`src/rtl/pow_engine.sv`:
```
// Sequential integer power unit: computes base**exp by LSB-first square-and-multiply,
// one exponent bit per cycle, with sticky overflow tracking and optional saturation.
module pow_engine #(
    parameter int W   = 3,
    parameter int EW  = 3,
    parameter int RW  = 2 * W,
    parameter bit SAT = 1'b0
) (
    input  logic          clk,
    input  logic          rst,
    input  logic          start,
    input  logic          abort,
    input  logic [W-1:0]  base,
    input  logic [EW-1:0] exp,
    output logic [RW-1:0] result,
    output logic          busy,
    output logic          done,
    output logic          ovf
);

    typedef enum logic [0:0] {
        IDLE    = 1'b0,
        COMPUTE = 1'b1
    } state_t;

    state_t        state_q,  state_d;
    logic [RW-1:0] acc_q,    acc_d;
    logic [RW-1:0] b_q,      b_d;
    logic [EW-1:0] e_q,      e_d;
    logic          b_ovf_q,  b_ovf_d;
    logic          a_ovf_q,  a_ovf_d;
    logic [RW-1:0] result_q, result_d;
    logic          ovf_q,    ovf_d;
    logic          busy_q,   busy_d;
    logic          done_q,   done_d;

    logic [RW-1:0]   base_ext_s;
    logic [RW-1:0]   one_s;
    logic [2*RW-1:0] ab_prod_s;
    logic [2*RW-1:0] bb_prod_s;
    logic            ab_hi_s;
    logic            bb_hi_s;

    // Zero-extended base and constant one at result width
    always_comb begin
        base_ext_s        = '0;
        base_ext_s[W-1:0] = base;
        one_s             = '0;
        one_s[0]          = 1'b1;
    end

    // Full-width products; any bit above RW means the true product overflowed
    assign ab_prod_s = {{RW{1'b0}}, acc_q} * {{RW{1'b0}}, b_q};
    assign bb_prod_s = {{RW{1'b0}}, b_q} * {{RW{1'b0}}, b_q};
    assign ab_hi_s   = |ab_prod_s[2*RW-1:RW];
    assign bb_hi_s   = |bb_prod_s[2*RW-1:RW];

    // Next-state and datapath update
    always_comb begin
        state_d  = state_q;
        acc_d    = acc_q;
        b_d      = b_q;
        e_d      = e_q;
        b_ovf_d  = b_ovf_q;
        a_ovf_d  = a_ovf_q;
        result_d = result_q;
        ovf_d    = ovf_q;
        busy_d   = busy_q;
        done_d   = 1'b0;
        case (state_q)
            IDLE: begin
                if (start) begin
                    acc_d   = one_s;
                    b_d     = base_ext_s;
                    e_d     = exp;
                    b_ovf_d = 1'b0;
                    a_ovf_d = 1'b0;
                    busy_d  = 1'b1;
                    state_d = COMPUTE;
                end else begin
                    state_d = IDLE;
                end
            end
            COMPUTE: begin
                if (abort) begin
                    busy_d  = 1'b0;
                    state_d = IDLE;
                end else if (e_q == '0) begin
                    result_d = (SAT && a_ovf_q) ? {RW{1'b1}} : acc_q;
                    ovf_d    = a_ovf_q;
                    done_d   = 1'b1;
                    busy_d   = 1'b0;
                    state_d  = IDLE;
                end else begin
                    if (e_q[0]) begin
                        acc_d = ab_prod_s[RW-1:0];
                        // A wrapped nonzero square means the true operand is already too large
                        if (ab_hi_s || (b_ovf_q && (b_q != '0))) begin
                            a_ovf_d = 1'b1;
                        end else begin
                            a_ovf_d = a_ovf_q;
                        end
                    end else begin
                        acc_d = acc_q;
                    end
                    if (bb_hi_s) begin
                        b_ovf_d = 1'b1;
                    end else begin
                        b_ovf_d = b_ovf_q;
                    end
                    b_d = bb_prod_s[RW-1:0];
                    e_d = e_q >> 1;
                end
            end
            default: begin
                busy_d  = 1'b0;
                state_d = IDLE;
            end
        endcase
    end

    // State and output registers with synchronous reset
    always_ff @(posedge clk) begin
        if (rst) begin
            state_q  <= IDLE;
            acc_q    <= '0;
            b_q      <= '0;
            e_q      <= '0;
            b_ovf_q  <= 1'b0;
            a_ovf_q  <= 1'b0;
            result_q <= '0;
            ovf_q    <= 1'b0;
            busy_q   <= 1'b0;
            done_q   <= 1'b0;
        end else begin
            state_q  <= state_d;
            acc_q    <= acc_d;
            b_q      <= b_d;
            e_q      <= e_d;
            b_ovf_q  <= b_ovf_d;
            a_ovf_q  <= a_ovf_d;
            result_q <= result_d;
            ovf_q    <= ovf_d;
            busy_q   <= busy_d;
            done_q   <= done_d;
        end
    end

    assign result = result_q;
    assign busy   = busy_q;
    assign done   = done_q;
    assign ovf    = ovf_q;

endmodule

```
`config.mk`:
```
export PLATFORM = sky130hd
export DESIGN_NAME = pow_engine
export DESIGN_NICKNAME = d
export VERILOG_FILES = /design/src/rtl/pow_engine.sv
export SDC_FILE = /design/constraint.sdc
export NUM_CORES = 1
export LEC_CHECK = 0
export ABC_AREA = 0
export CAP_MARGIN = 20
export CORE_UTILIZATION = 65
export DETAILED_ROUTE_END_ITERATION = 8
export PLACE_DENSITY = 0.91
export SLEW_MARGIN = 20
export SYNTH_ARGS = -nofsm -noshare
export SYNTH_HDL_FRONTEND = slang
export SYNTH_SLANG_ARGS = --single-unit
```
`constraint.sdc`:
```
create_clock -name clk -period 5.3 [get_ports clk]
set_input_delay 0.53 -clock clk [delete_from_list [all_inputs] [get_ports clk]]
set_output_delay 0.53 -clock clk [all_outputs]
set_load 0.01 [all_outputs]
```
# == After elaboration in Yosys (flattened, before gate mapping) ==
# Index checks and enable logic that the tools add are counted.
# word_totals
register_bits,27
in_bits,10
out_inout_bits,9
wordCells,66
# op_classes
n_mux,32
n_reduce_logical,13
multipliers,2
bitwise_logic,2
eq_ne,7
# op_table
op,n
2-to-1 mux 6 bit,7
multiplier 6 x 6 -> 12 bit,2
case mux 6 bit (2 select lines),2
2-to-1 mux 1 bit,15
OR reduction 6 bit,2
2-to-1 mux 3 bit,3
case mux 1 bit (2 select lines),4
AND reduction 4 bit,2
inequality test 2 x 1 -> 1 bit (second input constant),3
inequality test 2 bit (second input constant),3
case mux 3 bit (2 select lines),1
AND reduction 3 bit,2
nonzero test 6 bit,1
AND reduction 5 bit,1
logical NOT 3 bit,1
inequality test 3 x 2 -> 1 bit (second input constant),1
OR reduction 3 bit,1
inverter 1 bit,2
AND reduction 2 bit,1
logical AND 1 bit,1
logical OR 1 bit,1

# == Logic depth before layout (Yosys ltp) ==
# Gate-level depths: netlist of the first run.
# depth
depth_word,8
depth_mapped,14
depth_no_buf,13

# == Worst setup path after synthesis of the first run ==
# Ideal clock, no wire load.
# synth_timing
kind,reg2reg
startpoint,register b_q[5]
endpoint,register a_ovf_q
synth_period_minus_slack_ns,3.579
setup_time_ns,0.127
stages_incl_launch_ff,13
setup_slack_ns,1.721
arrival_ns,3.451
path_buffers,1
t_required_ns,5.173
path_cell_list,dfxtp_1 clkbuf_1 nand2_1 fa_1 inv_1 fa_1 fa_1 ha_1 nand2_1 or3_1 a31oi_1 xnor2_1 a31oi_1
# synth_via
elab_chain_len,5
word_cells_on_any_way,7
cone_classes,mul: 1; eq/ne: 1; reduce/logical: 5
# synth_lines
item,line_no,rtl
"start, declared",28,"logic [RW-1:0] b_q, b_d;"
"start signal, assigned",127,b_q <= '0;
"start signal, assigned",138,b_q <= b_d;
multiplier 6 x 6 -> 12 bit / nonzero test 6 bit (equally long branches),"53, 98",
OR reduction 6 bit / logical AND 1 bit (equally long branches),"55, 98",
logical OR 1 bit (*),98,if (ab_hi_s || (b_ovf_q && (b_q != '0))) begin
inequality test 2 x 1 -> 1 bit (no source line) (*),-,
AND reduction 5 bit (no source line) (*),-,
"end signal, assigned",141,a_ovf_q <= a_ovf_d;
"end, declared",31,"logic a_ovf_q, a_ovf_d;"
# Every way passes the cells marked *; elsewhere a longest branch is shown, timed or not.
# A chain may end at the register's enable or synchronous reset.

# == Final worst setup path of the first run ==
# layout_timing
startpoint,register b_q[1]
endpoint,register b_ovf_q
# layout_via
elab_chain_len,4
# layout_lines
item,line_no,rtl
multiplier 6 x 6 -> 12 bit,54,"assign bb_prod_s = {{RW{1'b0}}, b_q} * {{RW{1'b0}}, b_q};"
OR reduction 6 bit,56,assign bb_hi_s = |bb_prod_s[2*RW-1:RW];
inequality test 2 x 1 -> 1 bit (no source line),-,
AND reduction 4 bit (no source line),-,
"end signal, assigned",140,b_ovf_q <= b_ovf_d;
"end, declared",30,"logic b_ovf_q, b_ovf_d;"
# Every way passes these cells.

==> results of run 1 <==
## cell usage after synthesis (2+ instances only)
| cell type | instances | share of area, % |
|---|---|---|
| fa_1 | 26 | 18 |
| o21a_1 | 3 | 0.76 |
| o41ai_1 | 2 | 0.59 |
| mux2i_1 | 4 | 1.4 |
| o22ai_1 | 4 | 0.85 |
| and2_1 | 28 | 5.9 |
| a31oi_1 | 4 | 0.85 |
| ha_1 | 35 | 15 |
| nor2b_1 | 8 | 1.7 |
| nand2_1 | 48 | 6.1 |
| o211ai_1 | 3 | 0.76 |
| dfxtp_1 | 27 | 18 |
| nor3b_1 | 3 | 0.76 |
| xnor2_1 | 3 | 0.89 |
| nand3_1 | 15 | 2.5 |
| clkbuf_1 | 11 | 1.4 |
| inv_1 | 44 | 5.6 |
| a21oi_1 | 28 | 4.7 |
| buf_2 | 3 | 0.51 |
| a22oi_1 | 2 | 0.51 |
| nor2_1 | 28 | 3.6 |
| xor2_1 | 5 | 1.5 |
| nor3_1 | 3 | 0.51 |
| a211oi_1 | 5 | 1.3 |
| o21ai_0 | 11 | 1.9 |
## cell type report
class	instances	share of cell area, %
Multi-Input combinational cell	284	68.7
Sequential cell	27	16.9
Inverter	44	5.17
Tap cell	52	2.04
Clock inverter	1	0.235
Clock buffer	3	1.29
Timing Repair Buffer	18	5.64
## worst max-delay path: stages, from the launching register on
cell and delay [ns]:
dfxtp_1 0.63, and2_1 0.30, inv_1 0.11, fa_1 0.51, inv_1 0.06, fa_1 0.48
inv_1 0.06, fa_1 0.43, ha_1 0.38, nand3_1 0.18, a22oi_1 0.28, mux2i_1 0.22
nor2_1 0.05, a41oi_1 0.18
## through the flow
step | instance area [sq um] | power, uW
final | 3190 | 392
after global routing | 3190 | 404
after CTS | 3190 | 392
after detailed placement | 3150 | 268
after global placement | 3150 | 266
after floorplan | 2960 | 251
## worst paths after layout
path / startpoint / end / slack (ns) / cells past startpoint
max reg2reg: b_q[1]$_SDFFE_PP0P_ / b_ovf_q$_SDFFE_PP0P_ / 1.35 / 13
min reg2reg: result[4]$_SDFFE_PP0P_ / result[4]$_SDFFE_PP0P_ / 0.46 / 2
max: b_q[1]$_SDFFE_PP0P_ / b_ovf_q$_SDFFE_PP0P_ / 1.35 / 13
min: result[4]$_SDFFE_PP0P_ / result[4]$_SDFFE_PP0P_ / 0.46 / 2
## kinds of logic (layout without fill, tap and decap cells)
kind of cell / after synthesis / after routing / share of synthesized area [%]
multiplexers: 4 / 4 / 1.35
AO/OA/AOI/OAI: 71 / 71 / 14.9
buffers and inverters: 58 / 66 / 7.49
flip-flops: 27 / 27 / 18.3
adder cells (fa/ha/maj): 61 / 61 / 32.4
XOR/XNOR: 8 / 8 / 2.37
AND/OR/NAND/NOR: 140 / 140 / 23.2
## per-layer routing
metal	vias up	routed length (microns)
li1	1237	-
met3	15	314
met4	0	128
met1	1204	2710
met2	96	3090
met5	-	0
## state kept, by name, summed over array words and instances, names as in the netlist, 3 cells and up
register  count
acc_q         6
b_q           6
e_q           3
result        6
## power groups by stage
stage                     Clock, uW  Sequential [uW]  Combinational (uW)
after global placement            0              225                41.3
final                           128              221                42.9
after floorplan                   0              219                32.1
after CTS                       128              220                43.2
after detailed placement          0              225                42.7
after global routing            134              222                48.0
==> results.md, run 1 <==
- Synth cell types: slightly above 40
- Storage cell area: 541 sq um
- CTS tree: built
- Max-slew violations: 0
- FP Rows: 24
- Gpl congestion: 0.938
- Number of vias per cell: 5.95
- Post-synth ARST share: 0%
- Worst-Skew Late Latency: 0.29 ns
- Most common cell after layout, fill and taps aside: nand2_1
- Final antenna-violating net count: 0
- Post_cts resized: 0
- Met3 usage: between 3 and 4%
- Clock root buffer: clkbuf_8
- Final cell count without fillers: about 430
- CTS Sinks: 27
- Synth Area per Inst: 8.01 sq um
- # H-tree levels: 1
- Clock-pin slew on the worst setup and hold paths: about 0.11 ns
- RSZ-0062 raised after global routing: no
- Rel. slew slack: just under 40%
- Critical path class: register to register
- CP max FO: 14
- Switching power: 110 uW
- Worst Path Arrival: 4.17 ns
- Post-CTS Hold Buffers: 0
- Power density over cell area: about 120 mW/mm^2
- Longest Clk Path Bufs: 2
- Pleak: about 0.0014 uW
- WHS: 0.464 ns
- DR vias: 2552
- FILL cells: 306
- Multi-input logic area: 0.00219 sq mm
- Die Ht: 69.4 microns
- Final setup viols: 0
- Seq pwr share: 56.3%
- #FFs+latches synth: 27
- Syn nets: 440
- Antenna violations before repair: 0
- Cell-internal power: 281 uW
- Critical path capture point type: register
- Vias in the first global route: 2594
- Layout Utilization: between 70% and 80%
- Post-Syn Instances: 369
- Final wirelength: around 6.2 mm
- Most used routing layer: met2
- First-pass GRT wire length: 11.3 mm
- Synth Flop Type: dfxtp_1
- Met2 Use GR: about half
- Dpl ws: 1.41 ns
- HP Class: register to register
- Comb pwr share: 11.0%
- 1st-iter DRT viols: around 110
- Post-synthesis sequential area ratio: 18.3%
- Core Region: about 0.0044 sq mm
- Post-DP HPWL: 4.79 mm
- Die X: 69.4 microns
- Switching Fraction: 28.1%
- Initial Utilization: 67.9%
- Post-Syn Area: 0.00296 sq mm
- NumNets Final: 449
- IR drop worst, VDD: approximately 0.12 mV
- Fmax: 253 MHz
- Total track usage: 28.6%
- Ports: 19
- I/O Buffers: 18
- Worst-margin pin slew: 0.904 ns
- Setup Buffers After CTS: 0
- Proportion of layout cells with a drive suffix above 1: 2.12%
- Antenna diodes: 0
- Yosys warnings: 0
- Hold Vio Cnt, Final: 0
- Post-route DRC: 0
- Remaining global-route overflow: 0
- Final min period: 3.95 ns
- First-pass iteration count of the detailed router: 5
- Placed Cells: 425
- Final WS setup: 1.35 ns
- Status: complete, no violations
- Area grow syn2layout: 8.04%
- Largest net degree at the start of global routing: 27
- Crit share post-route: 74.6%
- Layout Skew: 0.00906 ns
- DR WL/cell: between 10 and 15 microns
- Post-synth EDFFs: 0
- Max Cap Viol: 0
- Clock power share: about a third
- Crit path launch type: register
- Die ar.: 0.00482 sq mm
- TritonCTS buffer count: 3
- Setup TNS: 0 ns
- Met1 usage: 36.5%
- Critical Path RT: around 5.5 ns
- Most frequent cells in the layout: nand2_1, inv_1, ha_1
Note: power is estimated with default switching activity, not from simulation.
==> run 2, diff against run 1 <==
--- a/config.mk
+++ b/config.mk
@@ -7,9 +7,9 @@
 export LEC_CHECK = 0
 export ABC_AREA = 0
 export CAP_MARGIN = 20
-export CORE_UTILIZATION = 65
+export CORE_UTILIZATION = 61
 export DETAILED_ROUTE_END_ITERATION = 8
-export PLACE_DENSITY = 0.91
+export PLACE_DENSITY = 0.87
 export SLEW_MARGIN = 20
 export SYNTH_ARGS = -nofsm -noshare
 export SYNTH_HDL_FRONTEND = slang
==> constraint.sdc (replaced) <==
create_clock -name clk -period 3.9 [get_ports clk]
set_input_delay 0.39 -clock clk [delete_from_list [all_inputs] [get_ports clk]]
set_output_delay 0.39 -clock clk [all_outputs]
set_load 0.01 [all_outputs]
==> run 2 against run 1 <==
Against the previous run:
- hold slack better by 0.00090 ns
- global-route usage is 1.2 points higher
- clock-buffer cell count is 1 higher
- clock power is 33% higher
- register-to-register slack worse by 1.2 ns
- critical path type unchanged
- critical endpoint is now a_ovf_q$_SDFFE_PP0P_
==> results.md, run 2 (synthesized netlist as in run 1, its figures left out) <==
- Seq pwr share: between 50 and 60%
- CP max FO: 7
- Critical path capture point type: register
- Most common cell after layout, fill and taps aside: nand2_1
- Remaining global-route overflow: 0
- Longest Clk Path Bufs: 2
- Ports: 19
- Hold Vio Cnt, Final: 0
- Layout Skew: 0.00483 ns
- Number of vias per cell: 6.03
- Core Region: approximately 0.0045 sq mm
- Most used cell, CP: fa_1
- Power density over cell area: between 150 and 200 mW/mm^2
- Final antenna-violating net count: 0
- First-pass iteration count of the detailed router: 4
- CP delay by family, top: adder cells
- Status: complete, no violations
- IR drop worst, VDD: around 0.17 mV
- Clock root buffer: clkbuf_8
- Proportion of layout cells with a drive suffix above 1: 5.99%
- Clock-pin slew on the worst setup and hold paths: around 0.1 ns
- Number of buffers and inverters on the critical path: 1
- Setup Buffers After CTS: 0
- Launch point of the worst path: b_q[5]$_SDFFE_PP0P_
- 1st-iter DRT viols: 73
- Worst Path Arrival: 3.89 ns
- Area grow syn2layout: 10.5%
- Gpl congestion: 0.967
- Crit-path slowest cell: fa_1
- Total power: 532 uW
- Initial Utilization: 65.6%
- FP Rows: 24
- Final min period: 3.72 ns
- Worst-margin pin slew: 0.912 ns
- Final wirelength: 6.95 mm
- Crit path launch type: register
- Worst-Skew Late Latency: 0.28 ns
- Reg-to-Reg Start: b_q[5]$_SDFFE_PP0P_
- Largest net degree at the start of global routing: 27
- Switching power: approximately 150 uW
- Post-route DRC: 0
- CTS Sinks: 27
- TritonCTS buffer count: 3
- Rel. slew slack: 39.0%
- Comb pwr share: between 10% and 20%
- Die X: 71.6 microns
- Final setup viols: 0
- Antenna diodes: 0
- I/O Buffers: 18
- Design area: 0.00327 sq mm
- Area of placed instances: 0.00320 sq mm
- Reg2reg path depth: 11
- CTS tree: built
- HP Class: register to register
- Fmax: 269 MHz
- Setup TNS: 0 ns
- Placed Cells: 432
- Critical path class: register to register
- Pleak: 0.00147 uW
- CP cell instances: nand2_1 > fa_1 > inv_1 > fa_1 > fa_1 > ha_1 > nand2_1 > or3_1 > a31oi_1 > xnor2_1 > a31oi_1
- RSZ-0062 raised after global routing: no
- Post-DP HPWL: about 5.6 mm
- Vias in the first global route: 2749
- Die ar.: 0.00513 sq mm
- Worst hold stages: 2
- DR WL/cell: roughly 16 microns
- Switching Fraction: 27.6%
- DR vias: about 2.6k
- Die Ht: 71.6 microns
- Clock power share: between 30% and 40%
- Max Cap Viol: 0
- Hold wc startpoint: result[5]$_SDFFE_PP0P_
- Most frequent cells in the layout: nand2_1, inv_1, ha_1
- Stages on worst setup path: 11
- First-pass GRT wire length: ~12 mm
- Total track usage: roughly 30%
- NumNets Final: 456
- # H-tree levels: 1
- Max-slew violations: 0
- Critical Path RT: 4.07 ns
- CP max stage delay: 0.55 ns
- Final cell count without fillers: between 400 and 500
- Cell-internal power: 385 uW
- Antenna violations before repair: 0
- Crit share post-route: a little over nine tenths
==> run 2: cell count changes in the layout (fill, tap and decap cells not counted), moves of 2 or more <==
cell and delta:
buf_4 +7, dfxtp_1 -7, dfxtp_2 +5, dfxtp_4 +2
==> run 2: worst paths after layout <==
check,endpoint,slack [ns]
min reg2reg,result[5]$_SDFFE_PP0P_,0.47
max,a_ovf_q$_SDFFE_PP0P_,0.18
min,result[5]$_SDFFE_PP0P_,0.47
max reg2reg,a_ovf_q$_SDFFE_PP0P_,0.18
==> run 2: worst min-delay path, cell delays in order (launching register included) <==
cell and delay, ns:
dfxtp_1 0.32, nand2_1 0.05, a21oi_1 0.05
==> run 2: cell type report <==
class / instances / area (sq um)
multi-input cells: 284 / 2210
repair buffers: 25 / 233
inverters: 44 / 165
clock buffers: 4 / 45.0
fillers: 334 / 1240
well taps: 52 / 65.1
flip-flops and latches: 27 / 554
==> run 2: per-layer routing <==
layer,vias up,part of all wire (%),track usage [%],routed length (microns)
met5,-,0,0,0
met4,0,3.1,12.2,218
met3,25,4.9,3.66,342
met2,94,51,52.9,3520
met1,1253,41,36.6,2860
li1,1256,-,-,-
==> run 2: power groups by stage <==
stage	combinational (uW)	clock [uW]	sequential, uW
finish	64.7	170	297
global route	71.3	181	299
CTS	64.1	171	297
detailed placement	64.0	0	303
global placement	61.0	0	303
floorplan	43.6	0	297
==> run 2: timing repair <==
item | CTS | global route
setup endpoints to repair | 0 | 2
resized for setup | 0 | 12
hold buffers | 0 | 0
==> run 2: per-stage QoR <==
step	setup slack (ns)	util [%]	hold WS, ns
6_report	0.179	72.6	0.465
4_1_cts	0.0419	72.0	0.465
5_1_grt	0.000765	72.6	0.508
3_5_place_dp	0.0579	71.0	0.449
3_3_place_gp	0.215	71.0	0.445
2_1_floorplan	0.321	-	0.454
